### src/rtl/fp_issue_ctrl.sv
`default_nettype none
// +----------------------------------------------------------------------------+
// | Module : fp_issue_ctrl                                                     |
// | Issue/retire control between FP decode and a pipelined FPU: scoreboard,    |
// | in-order destination FIFO, drain and flush sequencing.                     |
// | Rev    : 1.0                                                               |
// +----------------------------------------------------------------------------+
module fp_issue_ctrl #(
  parameter int MAX_OUTST = 4,
  parameter int ADDR_W    = 5
) (
  input  logic                         clk_i,
  input  logic                         rst_ni,
  input  logic                         core_valid_i,
  input  logic [3*ADDR_W-1:0]          rs_addr_i,
  input  logic [2:0]                   rs_use_i,
  input  logic [ADDR_W-1:0]            rd_addr_i,
  input  logic                         rd_we_i,
  output logic                         core_stall_o,
  output logic                         fpu_in_valid_o,
  input  logic                         fpu_in_ready_i,
  input  logic                         fpu_out_valid_i,
  output logic                         fpu_out_ready_o,
  input  logic                         wb_block_i,
  output logic                         wb_we_o,
  output logic [ADDR_W-1:0]            wb_addr_o,
  input  logic                         drain_req_i,
  output logic                         drain_ack_o,
  input  logic                         flush_i,
  output logic                         fpu_flush_o,
  output logic [$clog2(MAX_OUTST):0]   outst_cnt_o
);

  localparam int c_PTR_W = $clog2(MAX_OUTST);
  localparam int c_CNT_W = c_PTR_W + 1;
  localparam int c_NREG  = 1 << ADDR_W;

  typedef enum logic [1:0] {
    ST_RUN   = 2'd0,
    ST_DRAIN = 2'd1,
    ST_FLUSH = 2'd2
  } state_t;

  state_t               r_state;
  logic                 r_fpu_flush;
  logic [c_NREG-1:0]    r_pending;
  logic [MAX_OUTST-1:0] r_fifo_we;
  logic [ADDR_W-1:0]    r_fifo_addr [MAX_OUTST];
  logic [c_PTR_W-1:0]   r_wr_ptr;
  logic [c_PTR_W-1:0]   r_rd_ptr;
  logic [c_CNT_W-1:0]   r_cnt;

  logic                 w_hazard;
  logic                 w_not_full;
  logic                 w_not_empty;
  logic                 w_fire;
  logic                 w_pop;
  logic                 w_head_we;
  logic [ADDR_W-1:0]    w_head_addr;
  logic [c_NREG-1:0]    w_set;
  logic [c_NREG-1:0]    w_clr;

  assign w_not_full  = (r_cnt != c_CNT_W'(MAX_OUTST));
  assign w_not_empty = (r_cnt != '0);

  // Hazard looks only at the registered scoreboard: a retire in this cycle
  // unblocks a dependent instruction one cycle later, never the same cycle.
  always_comb begin
    w_hazard = rd_we_i & r_pending[rd_addr_i];
    for (int i = 0; i < 3; i++) begin
      w_hazard = w_hazard | (rs_use_i[i] & r_pending[rs_addr_i[i*ADDR_W +: ADDR_W]]);
    end
  end

  assign fpu_in_valid_o  = core_valid_i & (r_state == ST_RUN) & ~w_hazard & w_not_full;
  assign w_fire          = fpu_in_valid_o & fpu_in_ready_i;
  assign core_stall_o    = core_valid_i & ~w_fire;

  assign w_head_we       = r_fifo_we[r_rd_ptr];
  assign w_head_addr     = r_fifo_addr[r_rd_ptr];
  assign fpu_out_ready_o = (r_state != ST_FLUSH) & ~wb_block_i & w_not_empty;
  assign w_pop           = fpu_out_valid_i & fpu_out_ready_o;
  assign wb_we_o         = w_pop & w_head_we;
  assign wb_addr_o       = wb_we_o ? w_head_addr : '0;

  assign drain_ack_o     = (r_state == ST_DRAIN) & ~w_not_empty;
  assign fpu_flush_o     = r_fpu_flush;
  assign outst_cnt_o     = r_cnt;

  // Set is applied after clear so an issue to the retiring address wins.
  always_comb begin
    w_set = '0;
    w_clr = '0;
    if (w_fire && rd_we_i) w_set[rd_addr_i]   = 1'b1;
    if (wb_we_o)           w_clr[w_head_addr] = 1'b1;
  end

  always_ff @(posedge clk_i or negedge rst_ni) begin
    if (!rst_ni) begin
      r_state     <= ST_RUN;
      r_fpu_flush <= 1'b0;
    end else if (flush_i) begin
      r_state     <= ST_FLUSH;
      r_fpu_flush <= 1'b1;
    end else begin
      r_fpu_flush <= 1'b0;
      case (r_state)
        ST_RUN:   if (drain_req_i)  r_state <= ST_DRAIN;
        ST_DRAIN: if (!drain_req_i) r_state <= ST_RUN;
        ST_FLUSH: r_state <= ST_RUN;
        default:  r_state <= ST_RUN;
      endcase
    end
  end

  always_ff @(posedge clk_i or negedge rst_ni) begin
    if (!rst_ni) begin
      r_pending <= '0;
      r_wr_ptr  <= '0;
      r_rd_ptr  <= '0;
      r_cnt     <= '0;
      r_fifo_we <= '0;
      for (int i = 0; i < MAX_OUTST; i++) r_fifo_addr[i] <= '0;
    end else if (r_state == ST_FLUSH) begin
      r_pending <= '0;
      r_wr_ptr  <= '0;
      r_rd_ptr  <= '0;
      r_cnt     <= '0;
    end else begin
      if (w_fire) begin
        r_fifo_we[r_wr_ptr]   <= rd_we_i;
        r_fifo_addr[r_wr_ptr] <= rd_addr_i;
        r_wr_ptr              <= r_wr_ptr + c_PTR_W'(1);
      end
      if (w_pop) r_rd_ptr <= r_rd_ptr + c_PTR_W'(1);
      case ({w_fire, w_pop})
        2'b10:   r_cnt <= r_cnt + c_CNT_W'(1);
        2'b01:   r_cnt <= r_cnt - c_CNT_W'(1);
        default: r_cnt <= r_cnt;
      endcase
      r_pending <= (r_pending & ~w_clr) | w_set;
    end
  end

endmodule
`default_nettype wire
### config.mk
export PLATFORM = sky130hd
export DESIGN_NAME = fp_issue_ctrl
export DESIGN_NICKNAME = d
export VERILOG_FILES = /design/src/rtl/fp_issue_ctrl.sv
export SDC_FILE = /design/constraint.sdc
export NUM_CORES = 1
export LEC_CHECK = 0
export ABC_AREA = 1
export CAP_MARGIN = 25
export CORE_MARGIN = 2
export CORE_UTILIZATION = 30
export CTS_CLUSTER_SIZE = 14
export DETAILED_ROUTE_END_ITERATION = 10
export GPL_TIMING_DRIVEN = 0
export PLACE_DENSITY = 0.58
export SLEW_MARGIN = 5
export SYNTH_ARGS = -nofsm -noshare
export SYNTH_HDL_FRONTEND = slang
export SYNTH_SLANG_ARGS = --single-unit
### constraint.sdc
create_clock -name clk_i -period 6.4 [get_ports clk_i]
set_input_delay 0.64 -clock clk_i [delete_from_list [all_inputs] [get_ports clk_i]]
set_output_delay 0.64 -clock clk_i [all_outputs]
set_load 0.01 [all_outputs]
## After elaboration in Yosys (flattened, before gate mapping)

Cells that the tools add are included.
W data, S select, Z words.

| word-level totals | value |
|---|---|
| flip-flop bits (word level) | 66 |
| input port bits | 32 |
| word-level logic and storage cells | 113 |

| cells by class | value |
|---|---|
| add/sub/neg operators | 4 |
| $lt $le $gt $ge | 13 |
| equal/unequal tests | 8 |
| muxes and demuxes | 38 |
| bitwise gates (word level) | 27 |
| reduce and logical (&&, ||, !) cells | 12 |

Operator list:

| cell | count |
|---|---|
| $mux W32 | 3 |
| $and A32 B32 Y32 | 1 |
| $not A32 Y32 | 1 |
| $or A32 B32 Y32 | 1 |
| $lt A5 B6 Y1 const B | 5 |
| $bmux W1 S5 | 4 |
| $bwmux W20 | 1 |
| $mux W5 | 4 |
| $and A1 B1 Y1 | 14 |
| $mux W2 | 7 |
| $bmux W5 S2 | 1 |
| $demux W1 S5 | 2 |
| $demux W5 S2 | 1 |
| $ge A5 B1 Y1 const B | 2 |
| $mux W1 | 9 |
| $ne A3 B3 Y1 const B | 3 |
| $ge A3 B3 Y1 const B | 2 |
| $lt A2 B3 Y1 const B | 2 |
| $not A2 Y3 | 2 |
| $pmux W3 S2 | 1 |
| $reduce_bool A3 Y1 | 2 |
| $logic_and A1 B1 Y1 | 5 |
| $not A1 Y1 | 5 |
| $add A2 B1 Y2 const B | 2 |
| other kinds (16) | 22 |

## Depth between registers and ports, before layout

Gate-level depths: netlist of run 1.

| depth | value |
|---|---|
| word-level depth | 14 |
| gate-level depth with buffers | 23 |

## Worst setup path before layout of run 1

OpenSTA, ideal clock, no wires.

| timing | value |
|---|---|
| kind | in2reg |
| start point | in rd_addr_i[1] |
| end point | reg r_cnt[2] (netlist: outst_cnt_o[2]) |
| arrival | 2,652 ps |
| required time | 6,283 ps |
| setup slack | 3,631 ps |
| stages | 23 |
| buffers on the path | 2 |
| cell sequence | buf_6 > inv_6 > nor2_4 > buf_6 > nand2_1 > nand4_1 > nand2_1 > nand2_1 > nor2_1 > nand2_1 > nand2_1 > nand2_1 > nor2_2 > nand3_2 > nand2_1 > inv_1 > fa_1 > xnor2_1 > inv_1 > nand2_1 > nand2_1 > nand2_1 > nand2_1 |

| between the ends | value |
|---|---|
| cells in the longest elaborated chain, start to end | 13 |
| elaborated cells on any way between the ends | 15 |
| classes of those cells | 2 x eq/ne; 4 x mux; 8 x bitwise; 1 x reduce/logical |

RTL lines:

| what | RTL line | source |
|---|---|---|
| start, declared | 17 | `input logic [ADDR_W-1:0] rd_addr_i,` |
| $bmux W1 S5 (*) | 69 | `w_hazard = rd_we_i & r_pending[rd_addr_i];` |
| $mux W1 (implied by the code) (*) | 69 |  |
| $and A1 B1 Y1 (*) | 69 |  |
| $or A1 B1 Y1 (*) (3 in series) | 71 | `w_hazard = w_hazard \| (rs_use_i[i] & r_pending[rs_addr_i[i*ADDR_W +: ADDR_W]]);` |
| $not A1 Y1 (*) | 75 | `assign fpu_in_valid_o = core_valid_i & (r_state == ST_RUN) & ~w_hazard & w_not_full;` |
| $and A1 B1 Y1 (*) (2 in series) | 75 |  |
| $and A1 B1 Y1 (*) | 76 | `assign w_fire = fpu_in_valid_o & fpu_in_ready_i;` |
| $eq A2 B1 Y1 / $eq A2 B2 Y1 (equally long branches) | 136 | `case ({w_fire, w_pop})` |
| $pmux W3 S2 | 136 |  |
| $mux W3 | 124 | `end else if (r_state == ST_FLUSH) begin` |
| end signal, assigned | 137 | `2'b10: r_cnt <= r_cnt + c_CNT_W'(1);` |
| end signal, assigned | 138 | `2'b01: r_cnt <= r_cnt - c_CNT_W'(1);` |
| end signal, assigned | 139 | `default: r_cnt <= r_cnt;` |
| end, declared | 51 | `logic [c_CNT_W-1:0] r_cnt;` |

Every way passes the cells marked *; elsewhere a longest branch is shown, timed or not. The select of a mux whose other input is x is not followed.
A chain may end at the register's enable or synchronous reset.

## Worst setup path after layout of run 1

| timing | value |
|---|---|
| start point | in rd_addr_i[2] |
| end point | out core_stall_o |

| between the ends | value |
|---|---|
| cells in the longest elaborated chain, start to end | 12 |

RTL lines:

| what | RTL line | source |
|---|---|---|
| $bmux W1 S5 | 69 |  |
| $mux W1 (implied by the code) | 69 |  |
| $and A1 B1 Y1 | 69 |  |
| $or A1 B1 Y1 (3 in series) | 71 |  |
| $not A1 Y1 | 75 |  |
| $and A1 B1 Y1 (2 in series) | 75 |  |
| $and A1 B1 Y1 | 76 |  |
| $not A1 Y1 | 77 | `assign core_stall_o = core_valid_i & ~w_fire;` |
| $and A1 B1 Y1 | 77 |  |
| end, declared | 19 | `output logic core_stall_o,` |

Every way passes these cells. The select of a mux whose other input is x is not followed.

==> impl_metrics.json, run 1 <==
{
  "grt.busiest_layer": "met2",
  "dieArea_um2": 16480,
  "gp_congestion": 0.8712,
  "netlist_instances": 706,
  "yosysTopAreaCellShare": 0.3559,
  "postCtsSetupRepairBufs": 0,
  "htree_num_levels": 3,
  "first_pass_iters": 5,
  "cp_max_fo": 8,
  "io_buffers": 37,
  "antenna_left": 0,
  "use_met1": 0.2766,
  "cp.arrival_ns": 3.18,
  "rsz0062_at_grt": "false",
  "ys_types": 29,
  "switching_share": 0.2611,
  "drv_cap": 0,
  "setup_violations": 0,
  "critPathSlowestCell": "clkdlybuf4s50_1",
  "relSlewSlack": 0.6070,
  "finClkSkew_ns": 0.007685,
  "p_seq_frac": 0.358,
  "num-nets-final": 792,
  "grt_first_pass_wirelength_mm": 25.30,
  "cts.clk_slew.worst_paths_ns": 0.06,
  "post-route-util": 0.3723,
  "syn_avg_cell_area_um2": 6.573,
  "crit_type": "in2out",
  "hold_violations": 0,
  "leakage_nw": 2.482,
  "drive_gt1_frac": 0.07763,
  "drtIter0Drc": 445,
  "cts_resized": 0,
  "vias_per_cell": 5.179,
  "ys.flop_type": "dfrtp_1",
  "first_global_vias": 4595,
  "met2_usage": 0.3185,
  "yosysWarningCount": 0,
  "syn-cell-area_um2": 4641,
  "grt_max_degree": 67,
  "synth_async_sr_flop_share": 1.000,
  "holdBufCountCts": 0,
  "fp.dieW_um": 128.4,
  "grtUsageTotal": 0.1996,
  "clock_latency_ns": 0.34,
  "yosys-top-cells-area": "dfrtp_1 36%, nand2_1 20%, nand3_1 14%",
  "grtUsageMet3": 0.02536,
  "cts_root_buf": "clkbuf_16",
  "start_util": 0.3064,
  "worst-endpoint-required_ns": 5.76,
  "synth_nets": 743,
  "drc": 0,
  "core_um2": 15150,
  "synth_seq_area_share": 0.3559,
  "cp-start-kind": "input port",
  "cp-end-kind": "primary output",
  "cpMostUsedCell": "nand2_1",
  "gr-total-overflow": 0,
  "cts_sinks": 66,
  "cts_tree": "done",
  "numCtsBuffers": 9,
  "cp_cell_sequence": "clkdlybuf4s50_1 > inv_1 > nor3_1 > nand2_1 > nand2_1 > nor2_1 > nand2_1 > nand2_1 > nand2_1 > nor2_2 > nand3_2 > nand2_1 > inv_1 > clkdlybuf4s50_1",
  "ys_ff_latch": 66,
  "antenna_found_initial": 0,
  "run_status": "completed",
  "dp_hpwl_mm": 11.36,
  "wl_mm": 15.92,
  "vias": 4910,
  "synth_top_area_cell": "dfrtp_1",
  "clockBufferDepth": 2,
  "area_delta_synth_final_pct": 21.52,
  "pin_count": 46,
  "critPathMaxStageDelay_ns": 0.55,
  "fillers": 1629,
  "synthTopCellsByCount": "243 x nand2_1, 127 x nand3_1, 66 x dfrtp_1",
  "timing.fmax_ghz": 0.2620,
  "setup_tns_ns": 0,
  "p_int_w": 0.0009388,
  "drv_slew": 0,
  "period_minus_slack_ns": 3.817,
  "holdWs_ns": 0.3001,
  "hold_class": "in2async",
  "diodes": 0,
  "pwr-share-comb": 0.158,
  "vdd_drop_max_mv": 0.1416,
  "pwr-share-clk": 0.485,
  "wl_per_cell_um": 16.79,
  "worstRegToRegCells": 21,
  "yosysMostFrequentCell": "nand2_1",
  "p_sw_w": 0.0003318,
  "fp.dieH_um": 128.4,
  "finalCritPeriodShare": 0.5965,
  "synth_edf_count": 0,
  "rows": 45,
  "powerDensity_nw_per_um2": 225.3,
  "tightest_slew_ns": 0.5850
}
==> placed cells by master, fill, tap and decap left out, types with 2 or more instances in the layout <==
cell             netlist  final
nand2_1              243    243
nand3_1              127    127
dfrtp_1               66     66
o21ai_0               44     44
inv_1                 42     42
nor2_1                40     40
a21oi_1               40     40
clkdlybuf4s50_1        0     36
o21ai_1               18     18
buf_6                 13     13
buf_2                 13     13
nand4_1               11     11
nor3_1                10     10
clkbuf_1               8      9
clkbuf_16              0      9
inv_2                  5      5
nand2_2                4      4
a32oi_1                4      4
ha_1                   4      4
bufinv_16              0      4
buf_4                  2      3
nand3b_1               2      2
==> power groups by stage <==
stage | registers (W) | clock network [W] | logic (W)
global placement | 0.000461 | 0 | 0.000196
detailed placement | 0.000461 | 0 | 0.000198
finish | 0.000455 | 0.000616 | 0.000200
global route | 0.000457 | 0.000646 | 0.000225
CTS | 0.000454 | 0.000626 | 0.000199
floorplan | 0.000458 | 0 | 0.000126
==> worst max-delay path, delay by kind of cell <==
family | cells | cell delay [ns]
buffers and inverters | 4 | 1.29
AND/OR/NAND/NOR | 10 | 1.24
==> cell type report <==
class                      count  area [um2]  area share
tap                          188       235.2     0.04171
buffer                        37       271.5     0.04815
sequential                    66        1652      0.2929
multi-input combinational    555        2532      0.4491
timing repair buffer          38       395.4     0.07011
clock buffer                  11       242.7     0.04304
clock inverter                 5       125.1     0.02219
inverter                      48       185.2     0.03284
==> stage by stage <==
stage	cell area (um2)	std cells	setup WS, ns	power (W)
after floorplan	4641	706	3.631	0.0005834
after global placement	5246	931	2.364	0.0006568
after detailed placement	5271	932	2.570	0.0006593
after CTS	5639	948	2.556	0.001279
after global routing	5639	948	2.348	0.001327
final	5639	948	2.583	0.001271
==> worst paths after layout <==
kind | from | endpoint | slack [ns]
worst max-delay path | rd_addr_i[2] | core_stall_o | 2.58
worst min-delay path | rst_ni | r_pending[17] | 0.30
worst max register to register | r_pending[1] | outst_cnt_o[2] | 3.64
worst min register to register | r_fifo_addr[18] | r_fifo_addr[18] | 0.49
max in group asynchronous | rst_ni | r_pending[2] | 5.81
min in group clk_i | r_fifo_addr[18] | r_fifo_addr[18] | 0.49
==> layer usage <==
layer  share of wire  wire [um]
met5               0          0
met4           0.028        445
met3           0.069       1097
met2            0.44       7052
met1            0.46       7319
==> registers in the layout, summed over array words and instances (netlist names) <==
register	count
r_state	2
r_fifo_addr	20
fpu_flush_o	1
r_wr_ptr	2
outst_cnt_o	3
r_pending	32
r_fifo_we	4
r_rd_ptr	2
==> logic make-up (layout without fill, tap and decap cells) <==
| kind of cell | Yosys count | in the layout | share of synthesized area |
|---|---|---|---|
| simple gates | 441 | 441 | 0.4077 |
| compound gates | 108 | 108 | 0.1211 |
| buf+inv | 85 | 139 | 0.09841 |
| flops | 66 | 66 | 0.3559 |
| fa+ha+maj | 5 | 5 | 0.01510 |
| xor+xnor | 1 | 1 | 0.001888 |
(Power assumes the default switching activity.)
==> inputs of run 2 (changes only) <==
==> constraint.sdc (replaced) <==
create_clock -name clk_i -period 3.83 [get_ports clk_i]
set_input_delay 0.383 -clock clk_i [delete_from_list [all_inputs] [get_ports clk_i]]
set_output_delay 0.383 -clock clk_i [all_outputs]
set_load 0.01 [all_outputs]
==> results of run 2 <==
The final DEF is identical to that of run 1. Status: completed.
Main changes from that run: setup slack after placement 2.570 ns -> 0.4310 ns; setup slack after layout 2.583 ns -> 0.5266 ns; hold slack 0.3001 ns -> 0.04310 ns; register-to-register setup slack 3.64 ns -> 1.07 ns; total power 0.001271 W -> 0.002123 W; worst IR drop on VDD 0.1416 mV -> 0.2367 mV
==> inputs of run 3 (changes only) <==
--- a/config.mk
+++ b/config.mk
@@ -13,6 +13,7 @@
 export DETAILED_ROUTE_END_ITERATION = 10
 export GPL_TIMING_DRIVEN = 0
 export PLACE_DENSITY = 0.58
+export SKIP_CTS_REPAIR_TIMING = 1
 export SLEW_MARGIN = 5
 export SYNTH_ARGS = -nofsm -noshare
 export SYNTH_HDL_FRONTEND = slang
==> results of run 3 <==
The final DEF is identical to that of run 1. Status: completed.
Main changes from that run: setup slack after placement 2.570 ns -> 0.4310 ns; setup slack after layout 2.583 ns -> 0.5266 ns; hold slack 0.3001 ns -> 0.04310 ns; register-to-register setup slack 3.64 ns -> 1.07 ns; total power 0.001271 W -> 0.002123 W; worst IR drop on VDD 0.1416 mV -> 0.2367 mV
